`config.mk`:
```
export PLATFORM = sky130hd
export DESIGN_NAME = relay_stream_packer
export DESIGN_NICKNAME = d
export VERILOG_FILES = /design/src/rtl/relay_stream_packer.sv
export SDC_FILE = /design/constraint.sdc
export NUM_CORES = 1
export LEC_CHECK = 0
export ABC_AREA = 1
export ABC_CLOCK_PERIOD_IN_PS = 10800
export BUFFER_PORTS_ARGS = -buffer_cell sky130_fd_sc_hd__buf_2
export CORE_MARGIN = 2
export CORE_UTILIZATION = 51
export CTS_CLUSTER_SIZE = 16
export DETAILED_ROUTE_END_ITERATION = 10
export GPL_TIMING_DRIVEN = 0
export PLACE_DENSITY = 0.73
export SLEW_MARGIN = 10
export SYNTH_ARGS = -nofsm -noshare
export SYNTH_HDL_FRONTEND = slang
export SYNTH_SLANG_ARGS = --single-unit
```
`constraint.sdc`:
```
create_clock -name clk -period 10.8 [get_ports clk]
set_input_delay 1.08 -clock clk [delete_from_list [all_inputs] [get_ports clk]]
set_output_delay 1.08 -clock clk [all_outputs]
set_load 0.02 [all_outputs]
```
`src/rtl/relay_stream_packer.sv`:
```
// relay_stream_packer
// Packs RATIO narrow words from a FIFO-style write port into one wide word
// and offers it to a relay station / FWFT FIFO write port (write/full_n).
// A 2-entry output queue decouples the packer from downstream backpressure.
// s_full_n, m_write, m_din and m_keep are all driven straight from registers.
//
// Optional feature: define RELAY_STREAM_PACKER_FLUSH_EN so that s_last on an
// accepted write closes a partial packet early. m_keep then marks the lanes
// that were written. With the macro undefined, s_last is ignored, every packet
// is exactly RATIO words long, and m_keep is always all-ones.

module relay_stream_packer #(
  parameter int IN_WIDTH = 32,
  parameter int RATIO    = 4
) (
  input  logic                      clk,
  input  logic                      reset_n,
  output logic                      s_full_n,
  input  logic                      s_write,
  input  logic [IN_WIDTH-1:0]       s_din,
  input  logic                      s_last,
  input  logic                      m_full_n,
  output logic                      m_write,
  output logic [IN_WIDTH*RATIO-1:0] m_din,
  output logic [RATIO-1:0]          m_keep,
  output logic [31:0]               word_count
);

  localparam int IDX_WIDTH = $clog2(RATIO);
  localparam int OUT_WIDTH = IN_WIDTH * RATIO;

`ifdef RELAY_STREAM_PACKER_FLUSH_EN
  localparam logic FLUSH_EN = 1'b1;
`else
  localparam logic FLUSH_EN = 1'b0;
`endif

  // Lanes 0..idx set: the lanes that hold data when a packet closes at idx.
  function automatic logic [RATIO-1:0] lane_mask(input logic [IDX_WIDTH-1:0] idx);
    logic [RATIO-1:0] mask;
    for (int k = 0; k < RATIO; k++) begin
      if (IDX_WIDTH'(k) <= idx) begin
        mask[k] = 1'b1;
      end else begin
        mask[k] = 1'b0;
      end
    end
    return mask;
  endfunction

  // Assembly state
  logic [IDX_WIDTH-1:0] idx_r;
  logic [OUT_WIDTH-1:0] asm_r;

  // Output queue; entry 0 is always the head
  logic [OUT_WIDTH-1:0] q_din_r  [2];
  logic [RATIO-1:0]     q_keep_r [2];
  logic [1:0]           oq_cnt_r;

  // Registered outputs
  logic                 m_write_r;
  logic                 s_full_n_r;
  logic [31:0]          word_count_r;

  // Combinational helpers
  logic                 in_acc_s;
  logic                 out_acc_s;
  logic                 idx_last_s;
  logic                 complete_s;
  logic [OUT_WIDTH-1:0] push_word_s;
  logic [RATIO-1:0]     push_keep_s;
  logic [1:0]           oq_cnt_nxt_s;

  // Handshake qualification and packet-completion decision
  always_comb begin
    in_acc_s   = s_write & s_full_n_r;
    out_acc_s  = m_write_r & m_full_n;
    idx_last_s = (idx_r == IDX_WIDTH'(RATIO - 1));
    complete_s = in_acc_s & (idx_last_s | (s_last & FLUSH_EN));
  end

  // Assembly word with the incoming narrow word merged into lane idx
  always_comb begin
    push_word_s = asm_r;
    for (int k = 0; k < RATIO; k++) begin
      if (idx_r == IDX_WIDTH'(k)) begin
        push_word_s[k*IN_WIDTH +: IN_WIDTH] = s_din;
      end else begin
        push_word_s[k*IN_WIDTH +: IN_WIDTH] = asm_r[k*IN_WIDTH +: IN_WIDTH];
      end
    end
  end

  // Lane-valid mask for the word being pushed
  always_comb begin
`ifdef RELAY_STREAM_PACKER_FLUSH_EN
    push_keep_s = lane_mask(idx_r);
`else
    push_keep_s = {RATIO{1'b1}};
`endif
  end

  // Next queue occupancy; simultaneous push and pop leaves it unchanged
  always_comb begin
    case ({complete_s, out_acc_s})
      2'b10:   oq_cnt_nxt_s = oq_cnt_r + 2'd1;
      2'b01:   oq_cnt_nxt_s = oq_cnt_r - 2'd1;
      default: oq_cnt_nxt_s = oq_cnt_r;
    endcase
  end

  // Assembly register and lane index
  always_ff @(posedge clk) begin
    if (!reset_n) begin
      idx_r <= {IDX_WIDTH{1'b0}};
      asm_r <= {OUT_WIDTH{1'b0}};
    end else if (complete_s) begin
      idx_r <= {IDX_WIDTH{1'b0}};
      asm_r <= {OUT_WIDTH{1'b0}};
    end else if (in_acc_s) begin
      idx_r <= idx_r + IDX_WIDTH'(1);
      asm_r <= push_word_s;
    end else begin
      idx_r <= idx_r;
      asm_r <= asm_r;
    end
  end

  // Output queue storage: push at the tail, pop shifts entry 1 into the head
  always_ff @(posedge clk) begin
    if (!reset_n) begin
      q_din_r[0]  <= {OUT_WIDTH{1'b0}};
      q_din_r[1]  <= {OUT_WIDTH{1'b0}};
      q_keep_r[0] <= {RATIO{1'b0}};
      q_keep_r[1] <= {RATIO{1'b0}};
    end else begin
      case ({complete_s, out_acc_s})
        2'b10: begin
          if (oq_cnt_r == 2'd0) begin
            q_din_r[0]  <= push_word_s;
            q_keep_r[0] <= push_keep_s;
          end else begin
            q_din_r[1]  <= push_word_s;
            q_keep_r[1] <= push_keep_s;
          end
        end
        2'b01: begin
          q_din_r[0]  <= q_din_r[1];
          q_keep_r[0] <= q_keep_r[1];
          q_din_r[1]  <= {OUT_WIDTH{1'b0}};
          q_keep_r[1] <= {RATIO{1'b0}};
        end
        2'b11: begin
          if (oq_cnt_r == 2'd1) begin
            q_din_r[0]  <= push_word_s;
            q_keep_r[0] <= push_keep_s;
          end else begin
            q_din_r[0]  <= q_din_r[1];
            q_keep_r[0] <= q_keep_r[1];
            q_din_r[1]  <= push_word_s;
            q_keep_r[1] <= push_keep_s;
          end
        end
        default: begin
          q_din_r[0]  <= q_din_r[0];
          q_din_r[1]  <= q_din_r[1];
          q_keep_r[0] <= q_keep_r[0];
          q_keep_r[1] <= q_keep_r[1];
        end
      endcase
    end
  end

  // Occupancy plus the flow-control flags decoded from next occupancy
  always_ff @(posedge clk) begin
    if (!reset_n) begin
      oq_cnt_r   <= 2'd0;
      m_write_r  <= 1'b0;
      s_full_n_r <= 1'b1;
    end else begin
      oq_cnt_r   <= oq_cnt_nxt_s;
      m_write_r  <= (oq_cnt_nxt_s != 2'd0);
      s_full_n_r <= (oq_cnt_nxt_s != 2'd2);
    end
  end

  // Count of wide words handed downstream, wrapping at 2^32
  always_ff @(posedge clk) begin
    if (!reset_n) begin
      word_count_r <= 32'd0;
    end else if (out_acc_s) begin
      word_count_r <= word_count_r + 32'd1;
    end else begin
      word_count_r <= word_count_r;
    end
  end

  assign s_full_n   = s_full_n_r;
  assign m_write    = m_write_r;
  assign m_din      = q_din_r[0];
  assign m_keep     = q_keep_r[0];
  assign word_count = word_count_r;

endmodule
```
==> out/results.ini <==
[status]
outcome = finished clean

[timing]
slew_violations = 0
setup_violations = 0
fmax_mhz = 250.8
hold_violations = 0
finalCritPeriodShare = 0.3692
whs_ns = 0.4238
rsz0062_at_grt = no
setup_tns_ns = 0
min_period_ns = 3.988
slew_headroom = 0.2554
fin_worst_skew_ns = 0.03064
worstMarginPinSlew_ns = 1.117

[clock_tree]
postCtsSetupBuffers = 0
clkSinkCount = 424
cts_max_level = 2
cts.repair.resized = 0
cts_root_buf = clkbuf_16
cts_made_buffers = 45
cts_tree = built
ctsHoldBuffers = 0
insertion_delay_ns = 0.59
clock_path_buffers = 3
clk_pin_slew_ns = 0.07

[worst_hold_path]
hold_class = reg -> reg
hp-start = asm_r[96]$_SDFFE_PP0P_

[worst_setup_path]
critPathArrivalTime_ns = 4.25
rrSetupSlack_ns = 6.88
worst_path_max_delay_cell = clkbuf_1
critPathLaunchType = input port
crit_type = in -> reg
cp-end-kind = register
r2r_start = idx_r[1]$_SDFFE_PP0P_
cpPeakStageDelay_ns = 0.56
path_cells = buf_2 > nand2_2 > clkinv_1 > ha_1 > nand2_2 > nor2_4 > clkbuf_1 > a21oi_1 > nor2_4 > buf_12 > buf_12
path_max_fanout = 26
startpoint = m_full_n
critPathRequiredTime_ns = 11.06

[cells_and_area]
stdcell_count = 3087
final_util = 0.6083
final_common_cell = nand2_1
fill_cells = 3360
post_route_cells_drive_above_1_share = 0.2089
final_cell_mix = nand2_1, o21ai_0, edfxtp_1, buf_2, nor2_1
nets = 2577
regArea_um2 = 11070
multiInputGateArea_um2 = 6949
syn_to_final_growth_pct = 16.90

[grt]
grt_max_degree = 32
grt_use_total = 0.2900
antenna_found_initial = 5
grt_pass1_vias = 17040
overflow = 0
grt_first_pass_wirelength_um = 93140

[power]
ir_drop_mv = 0.1044
power_leakage_uw = 0.009026
power_uw = 3714
p_per_area_nw_per_um2 = 156.9

[yosys]
synth_area_per_cell_um2 = 8.918
synth-async-reset-ratio = 0
yosysUniqueCellTypes = 32
yosysSeqAreaShare = 0.5466
ys_ff_latch = 424
syn_nets = 2319
syn-cell-area_um2 = 20250
synth_ff_type = edfxtp_1
synth-edff-count = 258
ys_warn_count = 0
syn_inst = 2271

[route]
drt_iter0_markers = 1938
drc = 0
vias = 17920
viasPerCell = 5.804
drtAntennaViolNets = 0
wirelength_um = 60420
drt_pass1_iterations = 6
routedWlPerCell_um = 19.57

[run]
cap_violations = 0

[floorplan]
die_w_um = 203.3
core_um2 = 38920
fp.dieArea_um2 = 41320
ioPinCount = 203
rows = 72
start_util = 0.5204
die_h_um = 203.3

[placement]
hpwlAfterDp_um = 43010
dp_cells = 3000
io_buffer_count = 201
place_congestion = 0.9283

state kept, by name (all words and copies together), names as in the netlist:
register / flops
oq_cnt_r: 2
asm_r: 128
m_write: 1
s_full_n: 1
word_count: 32
q_keep_r: 2
idx_r: 2
q_din_r: 256
critical path, delay by kind of cell:
family          cells  cell delay (ns)
compound gates      1             0.15
fa+ha+maj           1             0.25
buf+inv             5             1.48
simple gates        4             1.26
cells by family (layout without fill, tap and decap cells):
logic type	after synthesis	in the layout	share of synthesized area
and+or+nand+nor	779	779	0.1610
AOI/OAI and AO/OA	616	616	0.1735
buffers and inverters	439	734	0.1111
DFF	424	424	0.5466
adders and majority gates	11	11	0.006796
xor gates and xnor gates	2	2	0.0008651
other	0	3	0
routing by layer:
metal | up-vias | wire [um] | global-route usage | part of all wire
li1 | 8237 | - | - | -
met1 | 8470 | 23990 | 0.3788 | 0.40
met2 | 1001 | 27270 | 0.4540 | 0.45
met3 | 202 | 5872 | 0.05721 | 0.097
met4 | 6 | 3241 | 0.1619 | 0.054
met5 | - | 36 | 0 | 0.00060
report_power, final:
| group | switching (uW) | internal (uW) |
|---|---|---|
| logic | 223 | 96.2 |
| registers | 25.5 | 1770 |
| clock network | 648 | 948 |
through the flow:
stage	setup WS, ns	cell area (um2)
floorplan	1.969	20250
global placement	-1.332	21910
detailed placement	6.302	22150
CTS	6.896	23670
global route	6.616	23670
finish	6.812	23670
layout make-up:
class | count | area share
timing repair buffer | 211 | 0.05201
clock inverter | 18 | 0.007928
inverter | 153 | 0.02426
buffer | 286 | 0.07082
antenna | 3 | 0.0003171
sequential | 424 | 0.4676
clock buffer | 66 | 0.05613
multi-input combinational | 1408 | 0.2935
tap | 518 | 0.02738
path summary, 6_finish.rpt:
kind,end,cells past startpoint
setup reg to reg,q_din_r[0][145]$_DFFE_PP_,11
setup / recovery,q_din_r[0][145]$_DFFE_PP_,11
hold reg to reg,asm_r[96]$_SDFFE_PP0P_,2
hold / removal,asm_r[96]$_SDFFE_PP0P_,2
synth_stat cells, types with 3 or more instances:
| master | number | area [um2] |
|---|---|---|
| nand2_2 | 3 | 18.77 |
| buf_2 | 53 | 265.3 |
| inv_2 | 7 | 26.28 |
| nor3_1 | 6 | 30.03 |
| dfxtp_1 | 166 | 3323 |
| nand3_1 | 115 | 575.6 |
| inv_1 | 145 | 544.3 |
| o22ai_1 | 41 | 256.5 |
| nor2_1 | 223 | 837.1 |
| o21ai_1 | 38 | 190.2 |
| clkbuf_1 | 81 | 304.0 |
| o221ai_1 | 41 | 359.1 |
| edfxtp_1 | 258 | 7747 |
| or2_2 | 48 | 300.3 |
| nand2_1 | 369 | 1385 |
| nand4_1 | 10 | 62.56 |
| o211ai_1 | 87 | 653.1 |
| o21ai_0 | 289 | 1446 |
| a21oi_1 | 116 | 580.6 |
| buf_1 | 10 | 37.54 |
| nor2_4 | 3 | 33.78 |
| ha_1 | 11 | 137.6 |
| buf_4 | 141 | 1059 |
Power figures use the tool's default switching activity.
